## src/rtl/cpu_defs_pkg.sv

```systemverilog
// Shared fetch-path definitions: default widths and the slot/bundle types
// that travel between the ICache output stage and IF3.
package cpu_defs_pkg;

  localparam int FETCH_WIDTH_DEF = 2;
  localparam int SKID_DEPTH_DEF  = 2;
  localparam int SLOT_W_DEF      = 64;

  typedef logic [SLOT_W_DEF-1:0] slot_t;

  typedef struct packed {
    logic [FETCH_WIDTH_DEF-1:0] valid;
    slot_t [FETCH_WIDTH_DEF-1:0] slot;
  } bundle_t;

endpackage

```

## src/rtl/fetch_skid_fifo.sv

```systemverilog
// Circular overrun buffer holding whole fetch bundles while IF3 is paused.
// Pop is evaluated before push, so a full buffer accepts a push in a pop cycle.
module fetch_skid_fifo
  import cpu_defs_pkg::*;
#(
  parameter  int WIDTH = $bits(bundle_t),
  parameter  int DEPTH = SKID_DEPTH_DEF,
  localparam int CNT_W = $clog2(DEPTH + 1),
  localparam int PTR_W = (DEPTH > 1) ? $clog2(DEPTH) : 1
) (
  input  logic             clk_i,
  input  logic             rst_i,
  input  logic             clear_i,
  input  logic             push_i,
  input  logic             pop_i,
  input  logic [WIDTH-1:0] push_data_i,
  output logic [WIDTH-1:0] head_data_o,
  output logic [CNT_W-1:0] count_o,
  output logic             full_o,
  output logic             empty_o
);

  localparam logic [PTR_W-1:0] LAST_PTR = PTR_W'(DEPTH - 1);

  logic [WIDTH-1:0] mem_q [DEPTH];
  logic [PTR_W-1:0] head_q, tail_q;
  logic [CNT_W-1:0] count_q, count_d;
  logic             do_push, do_pop;

  function automatic logic [PTR_W-1:0] ptr_next(input logic [PTR_W-1:0] p);
    return (p == LAST_PTR) ? '0 : p + PTR_W'(1);
  endfunction

  assign empty_o     = (count_q == '0);
  assign full_o      = (count_q == CNT_W'(DEPTH));
  assign count_o     = count_q;
  assign head_data_o = mem_q[head_q];

  assign do_pop  = pop_i && !empty_o;
  assign do_push = push_i && (!full_o || do_pop);

  always_comb begin
    count_d = count_q;
    case ({do_push, do_pop})
      2'b10:   count_d = count_q + CNT_W'(1);
      2'b01:   count_d = count_q - CNT_W'(1);
      default: count_d = count_q;
    endcase
  end

  always_ff @(posedge clk_i or posedge rst_i) begin
    if (rst_i) begin
      head_q  <= '0;
      tail_q  <= '0;
      count_q <= '0;
    end else if (clear_i) begin
      head_q  <= '0;
      tail_q  <= '0;
      count_q <= '0;
    end else begin
      if (do_pop)  head_q <= ptr_next(head_q);
      if (do_push) tail_q <= ptr_next(tail_q);
      count_q <= count_d;
    end
  end

  // Storage is not reset: the pointers and count alone define what is live.
  always_ff @(posedge clk_i) begin
    if (do_push && !clear_i) mem_q[tail_q] <= push_data_i;
  end

endmodule

```

## src/rtl/if_stage_skid_reg.sv

```systemverilog
// IF2->IF3 pipeline register with an overrun skid buffer, flush with
// delay-slot rescue, and an upstream pause request while replay is pending.
module if_stage_skid_reg
  import cpu_defs_pkg::*;
#(
  parameter  int FETCH_WIDTH = FETCH_WIDTH_DEF,
  parameter  int SKID_DEPTH  = SKID_DEPTH_DEF,
  parameter  int SLOT_W      = SLOT_W_DEF,
  localparam int CNT_W       = $clog2(SKID_DEPTH + 1)
) (
  input  logic                          clk_i,
  input  logic                          rst_i,
  input  logic                          flush_i,
  input  logic                          pause_i,
  input  logic                          rescue_ds_i,
  input  logic                          in_overrun_i,
  input  logic [FETCH_WIDTH-1:0]        in_valid_i,
  input  logic [FETCH_WIDTH*SLOT_W-1:0] in_slot_i,
  output logic [FETCH_WIDTH-1:0]        out_valid_o,
  output logic [FETCH_WIDTH*SLOT_W-1:0] out_slot_o,
  output logic                          pause_req_o,
  output logic [CNT_W-1:0]              skid_count_o,
  output logic                          overflow_err_o
);

  localparam int DATA_W   = FETCH_WIDTH * SLOT_W;
  localparam int BUNDLE_W = FETCH_WIDTH + DATA_W;

  logic [FETCH_WIDTH-1:0] out_valid_q, out_valid_d;
  logic [DATA_W-1:0]      out_slot_q, out_slot_d;
  logic                   overflow_q, overflow_d;

  logic                   skid_push, skid_pop, skid_clear;
  logic                   skid_full, skid_empty;
  logic [BUNDLE_W-1:0]    skid_head;
  logic [FETCH_WIDTH-1:0] head_valid;
  logic [DATA_W-1:0]      head_slot;
  logic                   incoming_live;

  fetch_skid_fifo #(
    .WIDTH (BUNDLE_W),
    .DEPTH (SKID_DEPTH)
  ) u_skid (
    .clk_i       (clk_i),
    .rst_i       (rst_i),
    .clear_i     (skid_clear),
    .push_i      (skid_push),
    .pop_i       (skid_pop),
    .push_data_i ({in_valid_i, in_slot_i}),
    .head_data_o (skid_head),
    .count_o     (skid_count_o),
    .full_o      (skid_full),
    .empty_o     (skid_empty)
  );

  assign head_valid    = skid_head[BUNDLE_W-1 -: FETCH_WIDTH];
  assign head_slot     = skid_head[DATA_W-1:0];
  assign incoming_live = in_overrun_i && (|in_valid_i);

  // Flush beats pause, pause beats replay, replay beats the live input.
  always_comb begin
    out_valid_d = out_valid_q;
    out_slot_d  = out_slot_q;
    overflow_d  = overflow_q;
    skid_push   = 1'b0;
    skid_pop    = 1'b0;
    skid_clear  = 1'b0;
    if (flush_i && rescue_ds_i) begin
      skid_clear  = 1'b1;
      out_valid_d = '0;
      out_slot_d  = '0;
      if (!skid_empty) begin
        out_valid_d[0]           = head_valid[0];
        out_slot_d[SLOT_W-1:0]   = head_slot[SLOT_W-1:0];
      end else begin
        out_valid_d[0]           = in_valid_i[0];
        out_slot_d[SLOT_W-1:0]   = in_slot_i[SLOT_W-1:0];
      end
    end else if (flush_i) begin
      skid_clear  = 1'b1;
      out_valid_d = '0;
    end else if (pause_i) begin
      if (incoming_live) begin
        if (skid_full) overflow_d = 1'b1;
        else           skid_push  = 1'b1;
      end
    end else if (!skid_empty) begin
      out_valid_d = head_valid;
      out_slot_d  = head_slot;
      skid_pop    = 1'b1;
      skid_push   = incoming_live;
    end else begin
      out_valid_d = in_valid_i;
      out_slot_d  = in_slot_i;
    end
  end

  always_ff @(posedge clk_i or posedge rst_i) begin
    if (rst_i) begin
      out_valid_q <= '0;
      out_slot_q  <= '0;
      overflow_q  <= 1'b0;
    end else begin
      out_valid_q <= out_valid_d;
      out_slot_q  <= out_slot_d;
      overflow_q  <= overflow_d;
    end
  end

  assign out_valid_o    = out_valid_q;
  assign out_slot_o     = out_slot_q;
  assign overflow_err_o = overflow_q;
  assign pause_req_o    = (skid_count_o != '0);

endmodule
```

## config.mk

```make
export PLATFORM = sky130hd
export DESIGN_NAME = if_stage_skid_reg
export DESIGN_NICKNAME = d
export VERILOG_FILES = /design/src/rtl/cpu_defs_pkg.sv /design/src/rtl/fetch_skid_fifo.sv /design/src/rtl/if_stage_skid_reg.sv
export SDC_FILE = /design/constraint.sdc
export NUM_CORES = 1
export LEC_CHECK = 0
export BUFFER_PORTS_ARGS = -buffer_cell sky130_fd_sc_hd__clkbuf_2
export CAP_MARGIN = 20
export CORE_ASPECT_RATIO = 1.5
export CORE_MARGIN = 2
export CORE_UTILIZATION = 60
export DETAILED_ROUTE_END_ITERATION = 6
export PLACE_DENSITY_LB_ADDON = 0.25
export SYNTH_ARGS = -nofsm -noshare
export SYNTH_HDL_FRONTEND = slang
export SYNTH_SLANG_ARGS = --single-unit
```

## constraint.sdc

```tcl
create_clock -name clk_i -period 20.3 [get_ports clk_i]
set_input_delay 0 -clock clk_i [delete_from_list [all_inputs] [get_ports clk_i]]
set_output_delay 0 -clock clk_i [all_outputs]
set_load 0.1 [all_outputs]
```

==> metrics.json, run 1 <==
{
  "status": {"value": "completed"},
  "grt_setup_unrepaired": {"value": "false"},
  "max_slew_headroom": {"value": 26.7, "unit": "%"},
  "cts_buffer_depth": {"value": 3},
  "r2r-end": {"value": "u_skid.mem_q[1][73]$_DFFE_PP_"},
  "max_slew.worst_pin.slew": {"value": 1.10, "unit": "ns"},
  "fin_worst_skew": {"value": 0.0124, "unit": "ns"},
  "total_leakage_power": {"value": 7.54, "unit": "nW"},
  "routed_wl": {"value": 35500, "unit": "µm"},
  "path_class": {"value": "reg -> out"},
  "io-pin-count": {"value": 270},
  "synth_top_area_share": {"value": 50.3, "unit": "%"},
  "detail_route.vias_per_cell": {"value": 5.55},
  "cts.sink_count": {"value": 395},
  "synthDominantAreaCellType": {"value": "sky130_fd_sc_hd__edfxtp_1"},
  "min_from": {"value": "in_slot_i[99]"},
  "final.fill_count": {"value": 1590},
  "irDropWorstVdd": {"value": 0.0824, "unit": "mV"},
  "post_cts_setup_buffers": {"value": 0},
  "core.rowCount": {"value": 72},
  "cts_root_buffer_type": {"value": "sky130_fd_sc_hd__clkbuf_16"},
  "synthTopCellsByCount": {"value": "260 x sky130_fd_sc_hd__edfxtp_1, 135 x sky130_fd_sc_hd__dfrtp_1, 135 x sky130_fd_sc_hd__nor2_1, 132 x sky130_fd_sc_hd__a21oi_1"},
  "yosys_warnings": {"value": 0},
  "routed_vias": {"value": 10521},
  "worstSetupEndpointType": {"value": "output port"},
  "antenna_found_initial": {"value": 0},
  "start_util": {"value": 60.6, "unit": "%"},
  "synthToLayoutAreaGrowth": {"value": 24.9, "unit": "%"},
  "number_of_buffers_added_by_the_clock_tree_synthesis_step": {"value": 36},
  "worst_skew_pair.late_latency": {"value": 0.51, "unit": "ns"},
  "ff2ff_path_depth": {"value": 5},
  "dp_worst_setup_slack": {"value": 17.05, "unit": "ns"},
  "drt.antenna.violating_nets": {"value": 0},
  "avgSynthCellArea": {"value": 13.4, "unit": "µm²"},
  "syn_nets": {"value": 1290},
  "fin_setup_tns": {"value": 0, "unit": "ns"},
  "synth_ff_type": {"value": "sky130_fd_sc_hd__edfxtp_1"},
  "worst_r2r_startpoint": {"value": "u_skid.count_o[1]$_DFFE_PP0P_"},
  "core_area": {"value": 0.0256, "unit": "mm²"},
  "drive_above_1_share": {"value": 21.8, "unit": "%"},
  "port_buffer_count": {"value": 269},
  "maximum_number_of_pins_on_one_net_before_global_route_repair": {"value": 109},
  "cap_viol_max_count": {"value": 0},
  "dieArea": {"value": 0.0272, "unit": "mm²"},
  "synth_cell_type_count": {"value": 30},
  "gr-total-overflow": {"value": 0},
  "detail_route.first_pass.iterations": {"value": 5},
  "final_setup_violating_endpoints": {"value": 0},
  "fin_ws": {"value": 16.76, "unit": "ns"},
  "grt_pass1_vias": {"value": 10554},
  "antennaDiodeCount": {"value": 0},
  "track_usage": {"value": 25.8, "unit": "%"},
  "synthesis.instances": {"value": 1154},
  "final_max_slew_viol_count": {"value": 0},
  "dp.final_hpwl": {"value": 19700, "unit": "µm"},
  "hold_path_end": {"value": "u_skid.mem_q[0][99]$_DFFE_PP_"},
  "hold_slack": {"value": 0.235, "unit": "ns"},
  "die_width": {"value": 135, "unit": "µm"},
  "hold_viol": {"value": 0},
  "critical_path_required": {"value": 20.30, "unit": "ns"},
  "post_drt_wl_per_cell": {"value": 18.7, "unit": "µm"},
  "synth_most_common_cell": {"value": "sky130_fd_sc_hd__edfxtp_1"},
  "powerDensity": {"value": 101, "unit": "mW/mm²"},
  "post-route-min-period": {"value": 3.54, "unit": "ns"},
  "yosys-top-cells-area": {"value": "sky130_fd_sc_hd__edfxtp_1 50%, sky130_fd_sc_hd__dfrtp_1 22%, sky130_fd_sc_hd__mux2i_1 8.4%, sky130_fd_sc_hd__a21oi_1 4.3%, sky130_fd_sc_hd__nor2_1 3.3%"},
  "yosys_register_bits": {"value": 395},
  "die_h": {"value": 201, "unit": "µm"},
  "holdPathStages": {"value": 2},
  "cp.arrival": {"value": 3.54, "unit": "ns"},
  "first_iter_violations": {"value": 672},
  "finish.cell_count_without_fillers": {"value": 1894},
  "synth_area": {"value": 0.0155, "unit": "mm²"},
  "ys_async_sr_fraction": {"value": 34.2, "unit": "%"},
  "hp-class": {"value": "in -> reg"},
  "synth-edff-count": {"value": 260},
  "drt_drc_violations_left": {"value": 0},
  "ys_seq_area_share": {"value": 72.1, "unit": "%"},
  "placement.cell_area": {"value": 0.0169, "unit": "mm²"},
  "cp_max_fo": {"value": 108},
  "timing.critical_path.from_type": {"value": "flip-flop"},
  "min_period_over_period": {"value": 17.5, "unit": "%"},
  "max_clock_freq": {"value": 0.282, "unit": "GHz"},
  "design.final.nets": {"value": 1671},
  "worst-r2r-setup-slack": {"value": 16.94, "unit": "ns"},
  "gp_congestion": {"value": 0.803},
  "clk_slew_on_worst_s_h_paths": {"value": 0.07, "unit": "ns"},
  "number_of_levels_in_the_clock_h_tree": {"value": 2},
  "grt_first_pass_wirelength": {"value": 54900, "unit": "µm"},
  "final_area": {"value": 0.0194, "unit": "mm²"},
  "tritoncts": {"value": "yes"},
  "dp_cells": {"value": 1694}
}
-- layout by cell type (no fill, tap or decap), drive strengths merged --
cell type    count
dlygate4sd3    135
nor4b            1
nand4            1
nor2           137
edfxtp         260
clkinvlp         1
inv              6
or3              1
nand2          130
buf             14
nand3            1
a211o            2
o211a            1
a211oi           4
o21ai          131
or2              1
nand2b           1
mux2i          130
nor3             1
dfrtp          135
clkinv           9
nor2b            1
xnor2            3
o21bai           1
clkbuf         322
a21oi          132
-- per-stage QoR --
step	power (mW)	utilization (%)
after global routing	2.02	75.7
after detailed placement	1.32	66.1
final	1.96	75.7
after CTS	1.96	75.6
after global placement	1.31	66.0
after floorplan	1.24	-
-- kinds of logic after synthesis --
group | share of synthesized area, %
flip-flops | 72.1
multiplexers | 8.39
buffers and inverters | 3.43
AO/OA/AOI/OAI | 8.91
AND/OR/NAND/NOR | 6.99
XOR/XNOR | 0.169
-- power by group --
group	internal [mW]	leakage, nW	switching, mW
registers	0.902	4.07	0.0251
clock network	0.351	0.529	0.280
logic	0.0757	2.95	0.322
-- critical path: stages (launching register included) --
cell and delay, ns:
sky130_fd_sc_hd__dfrtp_1 0.55, sky130_fd_sc_hd__nor2_8 0.75, sky130_fd_sc_hd__buf_4 0.95, sky130_fd_sc_hd__inv_1 0.21
sky130_fd_sc_hd__clkbuf_2 0.43
-- routing by layer --
metal	GRT usage, %	routed length [µm]	vias up	share of wire [%]
met5	0	0	-	0
met1	32.3	13500	5149	38
met2	44.3	18400	416	52
met4	11.0	1410	0	4.0
met3	4.19	2180	83	6.1
li1	-	-	4873	-
-- flip-flops by register name, summed over array words and instances, names as in the netlist --
signal and flops:
u_skid.tail_q 1, out_slot_o 128, u_skid.count_o 2, out_valid_o 2, u_skid.mem_q 260, overflow_err_o 1, u_skid.head_q 1
-- what timing repair did --
action	CTS	global route
resized for setup	0	0
endpoints found under the hold margin	481	0
setup endpoints to repair	0	0
hold buffers	135	0
-- worst max path at each step --
stage,start,endpoint,slack (ns)
finish,u_skid.count_o[0]$_DFFE_PP0P_,pause_req_o,16.76
global route,u_skid.count_o[0]$_DFFE_PP0P_,pause_req_o,16.58
CTS,u_skid.count_o[0]$_DFFE_PP0P_,pause_req_o,16.86
detailed placement,u_skid.count_o[1]$_DFFE_PP0P_,u_skid.mem_q[1][73]$_DFFE_PP_,17.05
global placement,u_skid.head_q$_DFFE_PP0P_,out_slot_o[102]$_DFFE_PP0P_,17.06
floorplan,u_skid.count_o[1]$_DFFE_PP0P_,u_skid.mem_q[0][0]$_DFFE_PP_,12.64
-- final cells by class --
cell class              instances  area [µm²]  area share (%)
clock buffers                  53        1030            5.30
clock inverters                11        56.3           0.291
inverters                       5        23.8           0.123
multi-input cells             679        3820            19.7
flip-flops and latches        395       11200            57.8
well taps                     333         417            2.15
repair buffers                418        2840            14.6
Power figures use the tool's default switching activity.
==> run 2: changes to the inputs <==
--- a/config.mk
+++ b/config.mk
@@ -9,7 +9,7 @@
 export CAP_MARGIN = 20
 export CORE_ASPECT_RATIO = 1.5
 export CORE_MARGIN = 2
-export CORE_UTILIZATION = 60
+export CORE_UTILIZATION = 56
 export DETAILED_ROUTE_END_ITERATION = 6
 export PLACE_DENSITY_LB_ADDON = 0.25
 export SYNTH_ARGS = -nofsm -noshare
==> constraint.sdc (replaced) <==
create_clock -name clk_i -period 3.69 [get_ports clk_i]
set_input_delay 0 -clock clk_i [delete_from_list [all_inputs] [get_ports clk_i]]
set_output_delay 0 -clock clk_i [all_outputs]
set_load 0.1 [all_outputs]
==> run 2 against run 1 <==
  * Die area is 7.0% higher
  * Flip-flop and latch count stayed put
  * Critical endpoint unchanged
  * Critical path depth is 1 lower
  * First-iteration DRC count is 8.6% lower
  * Power grew to 5.8 times the previous value
  * Highest routed layer unchanged
  * Clock power grew to 6.3 times the previous value
  * Worst hold slack worse by 0.014 ns
  * Final cell count is 0.90% higher
==> metrics.json, run 2 (synthesis results as in run 1) <==
{
  "dp_worst_setup_slack": {"value": 1.47, "unit": "ns", "change": "-15.57 ns"},
  "share_clk_of_total_power": {"value": 35.2, "unit": "%", "change": "+2.9 points"},
  "gr-total-overflow": {"value": 0, "change": "unchanged"},
  "max_slew_headroom": {"value": 31.4, "unit": "%", "change": "+4.7 points"},
  "internal_power": {"value": 7.77, "unit": "mW", "change": "+480%"},
  "cap_viol_max_count": {"value": 0, "change": "unchanged"},
  "total_leakage_power": {"value": 7.68, "unit": "nW", "change": "+1.8%"},
  "mostFrequentLayoutCells": {"value": "269 x sky130_fd_sc_hd__clkbuf_2, 260 x sky130_fd_sc_hd__edfxtp_1, 135 x sky130_fd_sc_hd__dlygate4sd3_1, 133 x sky130_fd_sc_hd__nor2_1"},
  "fin_setup_tns": {"value": 0, "unit": "ns", "change": "unchanged"},
  "post-route-min-period": {"value": 2.50, "unit": "ns"},
  "max_slew.worst_pin.slew": {"value": 1.03, "unit": "ns", "change": "-0.0703 ns"},
  "crit_buf_inv": {"value": 2, "change": "-1"},
  "post_cts_setup_buffers": {"value": 0, "change": "unchanged"},
  "max_clock_freq": {"value": 0.400, "unit": "GHz"},
  "status": {"value": "completed"},
  "die_width": {"value": 140, "unit": "µm", "change": "+3.4%"},
  "critical_path_required": {"value": 3.69, "unit": "ns", "change": "-16.61 ns"},
  "grt_most_used_layer": {"value": "met2"},
  "design.final.nets": {"value": 1676, "change": "+0.30%"},
  "synthToLayoutAreaGrowth": {"value": 26.9, "unit": "%"},
  "cp.arrival": {"value": 2.50, "unit": "ns", "change": "-1.04 ns"},
  "start_util": {"value": 57.0, "unit": "%", "change": "-3.6 points"},
  "core_area": {"value": 0.0272, "unit": "mm²", "change": "+6.4%"},
  "hp-class": {"value": "in -> reg"},
  "global_route.usage.met3": {"value": 4.66, "unit": "%", "change": "+0.47 points"},
  "antenna_found_initial": {"value": 3, "change": "+3"},
  "cts.sink_count": {"value": 395, "change": "unchanged"},
  "first_iter_violations": {"value": 614, "change": "-8.6%"},
  "detail_route.first_pass.iterations": {"value": 5, "change": "unchanged"},
  "hold_viol": {"value": 0, "change": "unchanged"},
  "number_of_buffers_added_by_the_clock_tree_synthesis_step": {"value": 37, "change": "+2.8%"},
  "grt_setup_unrepaired": {"value": "false"},
  "final_setup_violating_endpoints": {"value": 0, "change": "unchanged"},
  "largest_register_ffs": {"value": 260, "change": "unchanged"},
  "track_usage": {"value": 24.2, "unit": "%", "change": "-1.6 points"},
  "final_common_cell": {"value": "sky130_fd_sc_hd__clkbuf_2"},
  "worst-r2r-setup-slack": {"value": 1.42, "unit": "ns", "change": "-15.52 ns"},
  "worst_skew_pair.late_latency": {"value": 0.52, "unit": "ns", "change": "about the same"},
  "comb_power_share": {"value": 19.5, "unit": "%", "change": "-0.8 points"},
  "sequentialPowerShare": {"value": 45.2, "unit": "%", "change": "-2.2 points"},
  "grt_first_pass_wirelength": {"value": 56000, "unit": "µm", "change": "+2.1%"},
  "irDropWorstVdd": {"value": 0.518, "unit": "mV", "change": "+530%"},
  "use_met2": {"value": 41.6, "unit": "%", "change": "-2.6 points"},
  "drt_drc_violations_left": {"value": 0, "change": "unchanged"},
  "fin_worst_skew": {"value": 0.0140, "unit": "ns", "change": "+0.00163 ns"},
  "post_drt_wl_per_cell": {"value": 18.5, "unit": "µm", "change": "-1.2%"},
  "maximum_number_of_pins_on_one_net_before_global_route_repair": {"value": 136, "change": "+25%"},
  "gp_congestion": {"value": 0.760, "change": "-5.4%"},
  "tritoncts": {"value": "yes"},
  "fin_ws": {"value": 1.19, "unit": "ns", "change": "-15.57 ns"},
  "number_of_levels_in_the_clock_h_tree": {"value": 2, "change": "unchanged"},
  "min_period_over_period": {"value": 67.8, "unit": "%"},
  "io-pin-count": {"value": 270, "change": "unchanged"},
  "global_route.usage.met1": {"value": 29.9, "unit": "%", "change": "-2.4 points"},
  "timing.critical_path.from_type": {"value": "flip-flop"},
  "switchingPower": {"value": 3.50, "unit": "mW", "change": "+460%"},
  "dieArea": {"value": 0.0291, "unit": "mm²", "change": "+7.0%"},
  "drive_above_1_share": {"value": 22.7, "unit": "%", "change": "+0.89 points"},
  "core.rowCount": {"value": 74, "change": "+2.8%"},
  "clk_slew_on_worst_s_h_paths": {"value": 0.06, "unit": "ns", "change": "about the same"},
  "port_buffer_count": {"value": 269, "change": "unchanged"},
  "worstSetupEndpointType": {"value": "output port"},
  "final-seq-area": {"value": 0.0112, "unit": "mm²", "change": "about the same"},
  "final.fill_count": {"value": 1792, "change": "+13%"},
  "cts_root_buffer_type": {"value": "sky130_fd_sc_hd__clkbuf_16"},
  "timing.critical_path.max_delay_family": {"value": "simple AND/OR/NAND/NOR gates"},
  "powerDensity": {"value": 572, "unit": "mW/mm²", "change": "+470%"},
  "max_stage_delay": {"value": 0.74, "unit": "ns", "change": "-0.21 ns"},
  "routed_vias": {"value": 10474, "change": "-0.45%"},
  "slowest_stage": {"value": "sky130_fd_sc_hd__nor2_8"},
  "cp_cell_sequence": {"value": "nor2_8 > inv_1 > clkbuf_2"},
  "final_max_slew_viol_count": {"value": 0, "change": "unchanged"},
  "cp_max_fo": {"value": 61, "change": "-44%"},
  "detail_route.vias_per_cell": {"value": 5.48, "change": "-1.3%"},
  "routed_wl": {"value": 35400, "unit": "µm", "change": "-0.32%"},
  "path_class": {"value": "reg -> out"},
  "die_h": {"value": 208, "unit": "µm", "change": "+3.4%"},
  "cts_buffer_depth": {"value": 3, "change": "unchanged"},
  "dp.final_hpwl": {"value": 19700, "unit": "µm", "change": "-0.18%"},
  "switching_share_of_power": {"value": 31.0, "unit": "%", "change": "-1.0 points"},
  "grt_pass1_vias": {"value": 10683, "change": "+1.2%"},
  "drt.antenna.violating_nets": {"value": 0, "change": "unchanged"},
  "area_of_the_multi_input_gates": {"value": 0.00382, "unit": "mm²", "change": "unchanged"},
  "largest-register": {"value": "u_skid.mem_q"}
}
run 2: area by class of cell:
class                   instances  area share [%]
diodes                          3          0.0381
clock buffers                  44            4.94
clock inverters                21            1.45
inverters                       5           0.114
multi-input cells             679            19.4
flip-flops and latches        395            56.9
well taps                     342            2.17
repair buffers                422            15.0
run 2: path summary, 6_finish.rpt:
kind,cells past startpoint,endpoint,from
max in group asynchronous,4,out_slot_o[41]$_DFFE_PP0P_,rst_i
max,3,pause_req_o,u_skid.count_o[0]$_DFFE_PP0P_
max reg2reg,5,out_slot_o[50]$_DFFE_PP0P_,u_skid.head_q$_DFFE_PP0P_
min reg2reg,2,out_slot_o[32]$_DFFE_PP0P_,out_slot_o[32]$_DFFE_PP0P_
min in group asynchronous,4,out_slot_o[81]$_DFFE_PP0P_,rst_i
min,2,u_skid.mem_q[0][86]$_DFFE_PP_,in_slot_i[86]
run 2: layer usage:
| metal | part of all wire [%] | vias to the layer above | routed length (µm) |
|---|---|---|---|
| li1 | - | 4898 | - |
| met5 | 0 | - | 0 |
| met4 | 3.7 | 0 | 1290 |
| met3 | 5.3 | 97 | 1860 |
| met1 | 39 | 5130 | 13700 |
| met2 | 52 | 349 | 18500 |
run 2: what timing repair did:
action	in CTS	in global routing
hold buffers	135	0
resized for setup	0	0
endpoints found under the hold margin	530	0
run 2: through the flow:
step	utilization (%)	total power [mW]	instances	hold WS [ns]	instance area, µm²
global placement	62.7	7.22	1708	0.205	17100
floorplan	-	6.83	1154	0.0989	15500
detailed placement	62.7	7.25	1708	0.210	17100
global route	72.3	11.6	1910	0.220	19700
finish	72.3	11.3	1911	0.221	19700
CTS	72.3	11.3	1908	0.205	19700
run 2: power by group through the flow:
stage | sequential (mW) | combinational (mW) | clock (mW)
final | 5.09 | 2.20 | 3.97
after CTS | 5.09 | 2.20 | 4.03
after global placement | 5.17 | 2.05 | 0
after floorplan | 6.39 | 0.436 | 0
after global routing | 5.11 | 2.30 | 4.19
after detailed placement | 5.18 | 2.08 | 0
==> run 3: changes to the inputs <==
--- a/config.mk
+++ b/config.mk
@@ -5,11 +5,12 @@
 export SDC_FILE = /design/constraint.sdc
 export NUM_CORES = 1
 export LEC_CHECK = 0
+export ABC_AREA = 1
 export BUFFER_PORTS_ARGS = -buffer_cell sky130_fd_sc_hd__clkbuf_2
 export CAP_MARGIN = 20
 export CORE_ASPECT_RATIO = 1.5
 export CORE_MARGIN = 2
-export CORE_UTILIZATION = 56
+export CORE_UTILIZATION = 50
 export DETAILED_ROUTE_END_ITERATION = 6
 export PLACE_DENSITY_LB_ADDON = 0.25
 export SYNTH_ARGS = -nofsm -noshare
==> constraint.sdc (replaced) <==
create_clock -name clk_i -period 2.3 [get_ports clk_i]
set_input_delay 0 -clock clk_i [delete_from_list [all_inputs] [get_ports clk_i]]
set_output_delay 0 -clock clk_i [all_outputs]
set_load 0.1 [all_outputs]
==> run 3 against run 2 <==
  * Worst hold slack worse by 0.18 ns
  * First-iteration DRC count is 19% higher
  * Clock skew is 0.0013 ns higher
  * Die area is 9.6% higher
  * Worst setup slack worse by 0.80 ns
  * Clock power is 53% higher
  * Critical path depth is 1 higher
  * Area after synthesis is 1.9% lower
  * Sequential share of layout area is 0.22 points higher
==> metrics.json, run 3 <==
{
  "detail_route.first_pass.iterations": {"value": 5, "change": "unchanged"},
  "core_area": {"value": 0.0301, "unit": "mm²", "change": "+10%"},
  "max_slew.worst_pin.slew": {"value": 0.823, "unit": "ns", "change": "-0.206 ns"},
  "avgSynthCellArea": {"value": 12.5, "unit": "µm²", "change": "-7.0%"},
  "hp-class": {"value": "in -> reg"},
  "synth_top_area_share": {"value": 51.3, "unit": "%", "change": "+1.0 points"},
  "gp_congestion": {"value": 0.779, "change": "+2.5%"},
  "routed_wl": {"value": 36600, "unit": "µm", "change": "+3.5%"},
  "die_h": {"value": 218, "unit": "µm", "change": "+4.7%"},
  "synth_most_common_cell": {"value": "sky130_fd_sc_hd__nand2_1"},
  "cp_cell_sequence": {"value": "inv_1 > nand2_2 > buf_12 > clkbuf_2"},
  "dp_cells": {"value": 1824, "change": "+6.8%"},
  "final.fill_count": {"value": 2285, "change": "+28%"},
  "final-seq-area": {"value": 0.0112, "unit": "mm²", "change": "unchanged"},
  "path_class": {"value": "reg -> out"},
  "worst_r2r_startpoint": {"value": "u_skid.count_o[1]$_DFFE_PP0P_"},
  "die_width": {"value": 146, "unit": "µm", "change": "+4.7%"},
  "antenna_found_initial": {"value": 1, "change": "-2"},
  "dominant_combinational_cell_family_by_area_after_synthesis": {"value": "simple AND/OR/NAND/NOR gates"},
  "yosys-top-cells-area": {"value": "sky130_fd_sc_hd__edfxtp_1 51%, sky130_fd_sc_hd__dfrtp_1 22%, sky130_fd_sc_hd__nand2_1 8.5%, sky130_fd_sc_hd__a21oi_1 4.2%, sky130_fd_sc_hd__o211ai_1 3.3%"},
  "sequentialPowerShare": {"value": 35.6, "unit": "%", "change": "-9.6 points"},
  "timing.critical_path.from_type": {"value": "flip-flop"},
  "fin_worst_skew": {"value": 0.0153, "unit": "ns", "change": "+0.00126 ns"},
  "post-route-min-period": {"value": 1.91, "unit": "ns"},
  "first_iter_violations": {"value": 732, "change": "+19%"},
  "switchingPower": {"value": 12.3, "unit": "mW", "change": "+250%"},
  "ys_async_sr_fraction": {"value": 34.2, "unit": "%", "change": "unchanged"},
  "final_max_slew_viol_count": {"value": 0, "change": "unchanged"},
  "number_of_levels_in_the_clock_h_tree": {"value": 2, "change": "unchanged"},
  "min_period_over_period": {"value": 83.0, "unit": "%"},
  "worstSetupEndpointType": {"value": "output port"},
  "powerDensity": {"value": 1340, "unit": "mW/mm²", "change": "+130%"},
  "critical_path_required": {"value": 2.30, "unit": "ns", "change": "-1.39 ns"},
  "syn_nets": {"value": 1353, "change": "+4.9%"},
  "final_setup_violating_endpoints": {"value": 0, "change": "unchanged"},
  "largest_register_ffs": {"value": 260, "change": "unchanged"},
  "design.final.nets": {"value": 1735, "change": "+3.5%"},
  "final_common_cell": {"value": "sky130_fd_sc_hd__nand2_1"},
  "largest-register": {"value": "u_skid.mem_q"},
  "min_from": {"value": "rescue_ds_i"},
  "tritoncts": {"value": "yes"},
  "hold_slack": {"value": 0.0365, "unit": "ns", "change": "-0.185 ns"},
  "track_usage": {"value": 22.7, "unit": "%", "change": "-1.4 points"},
  "synth_compound_gate_area_share": {"value": 9.81, "unit": "%", "change": "+0.91 points"},
  "io-pin-count": {"value": 270, "change": "unchanged"},
  "cts_buffer_depth": {"value": 3, "change": "unchanged"},
  "cts_root_buffer_type": {"value": "sky130_fd_sc_hd__clkbuf_16"},
  "ff2ff_path_depth": {"value": 5, "change": "unchanged"},
  "port_buffer_count": {"value": 269, "change": "unchanged"},
  "worst_skew_pair.late_latency": {"value": 0.53, "unit": "ns", "change": "about the same"},
  "synthTopCellsByCount": {"value": "344 x sky130_fd_sc_hd__nand2_1, 260 x sky130_fd_sc_hd__edfxtp_1, 135 x sky130_fd_sc_hd__dfrtp_1, 128 x sky130_fd_sc_hd__a21oi_1, 72 x sky130_fd_sc_hd__nand3_1"},
  "simple_logic_cell_fraction_of_the_synthesized_area": {"value": 11.3, "unit": "%", "change": "+4.3 points"},
  "routed_vias": {"value": 10782, "change": "+2.9%"},
  "irDropWorstVdd": {"value": 0.920, "unit": "mV", "change": "+78%"},
  "synth_area": {"value": 0.0152, "unit": "mm²", "change": "-1.9%"},
  "max_clock_freq": {"value": 0.524, "unit": "GHz"},
  "status": {"value": "completed"},
  "comb_power_share": {"value": 41.3, "unit": "%", "change": "+22 points"},
  "drive_above_1_share": {"value": 21.8, "unit": "%", "change": "-0.86 points"},
  "gr-total-overflow": {"value": 0, "change": "unchanged"},
  "cap_viol_max_count": {"value": 0, "change": "unchanged"},
  "detail_route.vias_per_cell": {"value": 5.31, "change": "-3.0%"},
  "holdPathStages": {"value": 5, "change": "+3"},
  "hold_viol": {"value": 0, "change": "unchanged"},
  "dp.final_hpwl": {"value": 20600, "unit": "µm", "change": "+4.7%"},
  "switching_share_of_power": {"value": 46.7, "unit": "%", "change": "+16 points"},
  "mostFrequentLayoutCells": {"value": "343 x sky130_fd_sc_hd__nand2_1, 269 x sky130_fd_sc_hd__clkbuf_2, 260 x sky130_fd_sc_hd__edfxtp_1, 135 x sky130_fd_sc_hd__dlygate4sd3_1, 132 x sky130_fd_sc_hd__dfrtp_1"},
  "drt_drc_violations_left": {"value": 0, "change": "unchanged"},
  "synthToLayoutAreaGrowth": {"value": 28.9, "unit": "%"},
  "final_util": {"value": 65.2, "unit": "%", "change": "-7.1 points"},
  "area_of_the_multi_input_gates": {"value": 0.00367, "unit": "mm²", "change": "-3.9%"},
  "dieArea": {"value": 0.0319, "unit": "mm²", "change": "+9.6%"},
  "core.rowCount": {"value": 78, "change": "+5.4%"},
  "cts.sink_count": {"value": 395, "change": "unchanged"},
  "post_synth_xor_area_fraction": {"value": 0.0576, "unit": "%", "change": "-0.11 points"},
  "clk_slew_on_worst_s_h_paths": {"value": 0.06, "unit": "ns", "change": "about the same"},
  "cp.arrival": {"value": 1.91, "unit": "ns", "change": "-0.59 ns"},
  "grt_first_pass_wirelength": {"value": 57300, "unit": "µm", "change": "+2.3%"},
  "synth_ff_type": {"value": "sky130_fd_sc_hd__edfxtp_1"},
  "synthDominantAreaCellType": {"value": "sky130_fd_sc_hd__edfxtp_1"},
  "start_util": {"value": 50.6, "unit": "%", "change": "-6.4 points"},
  "yosys_warnings": {"value": 0, "change": "unchanged"},
  "drt.antenna.violating_nets": {"value": 0, "change": "unchanged"},
  "max_slew_headroom": {"value": 45.1, "unit": "%", "change": "+14 points"},
  "post_cts_setup_buffers": {"value": 0, "change": "unchanged"},
  "ys_seq_area_share": {"value": 73.5, "unit": "%", "change": "+1.4 points"},
  "cp_max_fo": {"value": 54, "change": "-11%"},
  "post_drt_wl_per_cell": {"value": 18.0, "unit": "µm", "change": "-2.5%"},
  "maximum_number_of_pins_on_one_net_before_global_route_repair": {"value": 169, "change": "+24%"},
  "grt_pass1_vias": {"value": 10889, "change": "+1.9%"},
  "worst-r2r-setup-slack": {"value": 0.47, "unit": "ns", "change": "-0.95 ns"},
  "grt_setup_unrepaired": {"value": "false"},
  "synth_mux_area_share": {"value": 2.63, "unit": "%", "change": "-5.8 points"},
  "slowest_stage": {"value": "sky130_fd_sc_hd__clkbuf_2"},
  "synth_cell_type_count": {"value": 22, "change": "-27%"},
  "post_synth_fa_ha_maj_area_fraction": {"value": 0, "unit": "%", "change": "unchanged"},
  "r2r-end": {"value": "out_slot_o[48]$_DFFE_PP0P_"},
  "yosys_register_bits": {"value": 395, "change": "unchanged"},
  "placement.cell_area": {"value": 0.0171, "unit": "mm²", "change": "-0.10%"},
  "synth-edff-count": {"value": 260, "change": "unchanged"},
  "final_area": {"value": 0.0196, "unit": "mm²", "change": "-0.38%"},
  "number_of_buffers_added_by_the_clock_tree_synthesis_step": {"value": 38, "change": "+2.7%"},
  "total_leakage_power": {"value": 7.90, "unit": "nW", "change": "+3.0%"},
  "share_clk_of_total_power": {"value": 23.0, "unit": "%", "change": "-12 points"},
  "max_stage_delay": {"value": 0.51, "unit": "ns", "change": "-0.23 ns"},
  "internal_power": {"value": 14.0, "unit": "mW", "change": "+80%"},
  "synthesis.instances": {"value": 1217, "change": "+5.5%"},
  "finish.cell_count_without_fillers": {"value": 2029, "change": "+6.2%"},
  "hold_path_end": {"value": "out_slot_o[106]$_DFFE_PP0P_"}
}
==> run 3: changes by cell type after synthesis, sizes merged, moves of 3 or more <==
cell,before,now
nand4,1,4
nand3,1,72
nor2,137,8
o211ai,0,66
a21oi,132,129
buf,58,43
a211oi,4,0
nand2,130,345
inv,5,9
xnor2,3,0
clkbuf,17,36
mux2i,130,40
o21ai,131,68
==> run 3: layout make-up <==
type	count	share of cell area, %
Clock inverter	19	0.855
Tap cell	400	2.55
Timing Repair Buffer	421	15.3
Sequential cell	395	57.1
Clock buffer	50	5.29
Multi-Input combinational cell	734	18.7
Inverter	9	0.191
Antenna cell	1	0.0128
==> run 3: power groups by stage <==
stage | registers (mW) | logic, mW | clock network (mW)
3_3_place_gp | 9.48 | 10.6 | 0
5_1_grt | 9.48 | 11.4 | 6.45
2_1_floorplan | 15.4 | 2.73 | 0
3_5_place_dp | 9.51 | 10.7 | 0
4_1_cts | 9.38 | 10.9 | 6.18
6_report | 9.38 | 10.9 | 6.06
==> run 3: what timing repair did <==
item	4_1_cts	5_1_grt
hold buffers	135	0
endpoints found under the setup margin	0	0
hold endpoints to repair	529	0
resized for setup	0	0
==> run 3: metrics by stage <==
| step | setup TNS, ns | setup WS [ns] | power [mW] |
|---|---|---|---|
| 4_1_cts | 0 | 0.369 | 26.5 |
| 3_5_place_dp | 0 | 0.469 | 20.2 |
| 5_1_grt | 0 | 0.307 | 27.4 |
| 3_3_place_gp | 0 | 0.541 | 20.1 |
| 2_1_floorplan | -321.91 | -1.25 | 18.1 |
| 6_report | 0 | 0.390 | 26.3 |
==> run 3: worst max-delay path, delay by kind of cell (launching register included) <==
| kind | cells | cell delay [ns] |
|---|---|---|
| buffers and inverters | 3 | 0.83 |
| DFF | 1 | 0.44 |
| and+or+nand+nor | 1 | 0.10 |
==> run 3: per-layer routing <==
layer  vias to the layer above  wire length [µm]  global-route usage (%)
li1                       5102                 -                       -
met1                      5225             14600                    28.6
met2                       363             18400                    38.5
met3                        92              1910                    3.87
met4                         0              1730                    11.1
met5                         -                 0                       0
==> run 3: logic make-up after synthesis <==
| kind of cell | Yosys count |
|---|---|
| DFF | 395 |
| buffers and inverters | 88 |
| muxes | 40 |
| AOI/OAI and AO/OA | 264 |
| xor gates and xnor gates | 1 |
| and+or+nand+nor | 429 |
==> run 3: how the worst max path moves through the flow <==
stage,slack (ns),to,depth (start not counted),startpoint
3_5_place_dp,0.47,u_skid.mem_q[0][81]$_DFFE_PP_,7,flush_i
4_1_cts,0.37,pause_req_o,4,u_skid.count_o[1]$_DFFE_PP0P_
3_3_place_gp,0.54,u_skid.mem_q[0][10]$_DFFE_PP_,7,flush_i
2_1_floorplan,-1.25,u_skid.mem_q[0][0]$_DFFE_PP_,4,u_skid.count_o[0]$_DFFE_PP0P_
6_report,0.39,pause_req_o,4,u_skid.count_o[1]$_DFFE_PP0P_
5_1_grt,0.31,pause_req_o,4,u_skid.count_o[1]$_DFFE_PP0P_
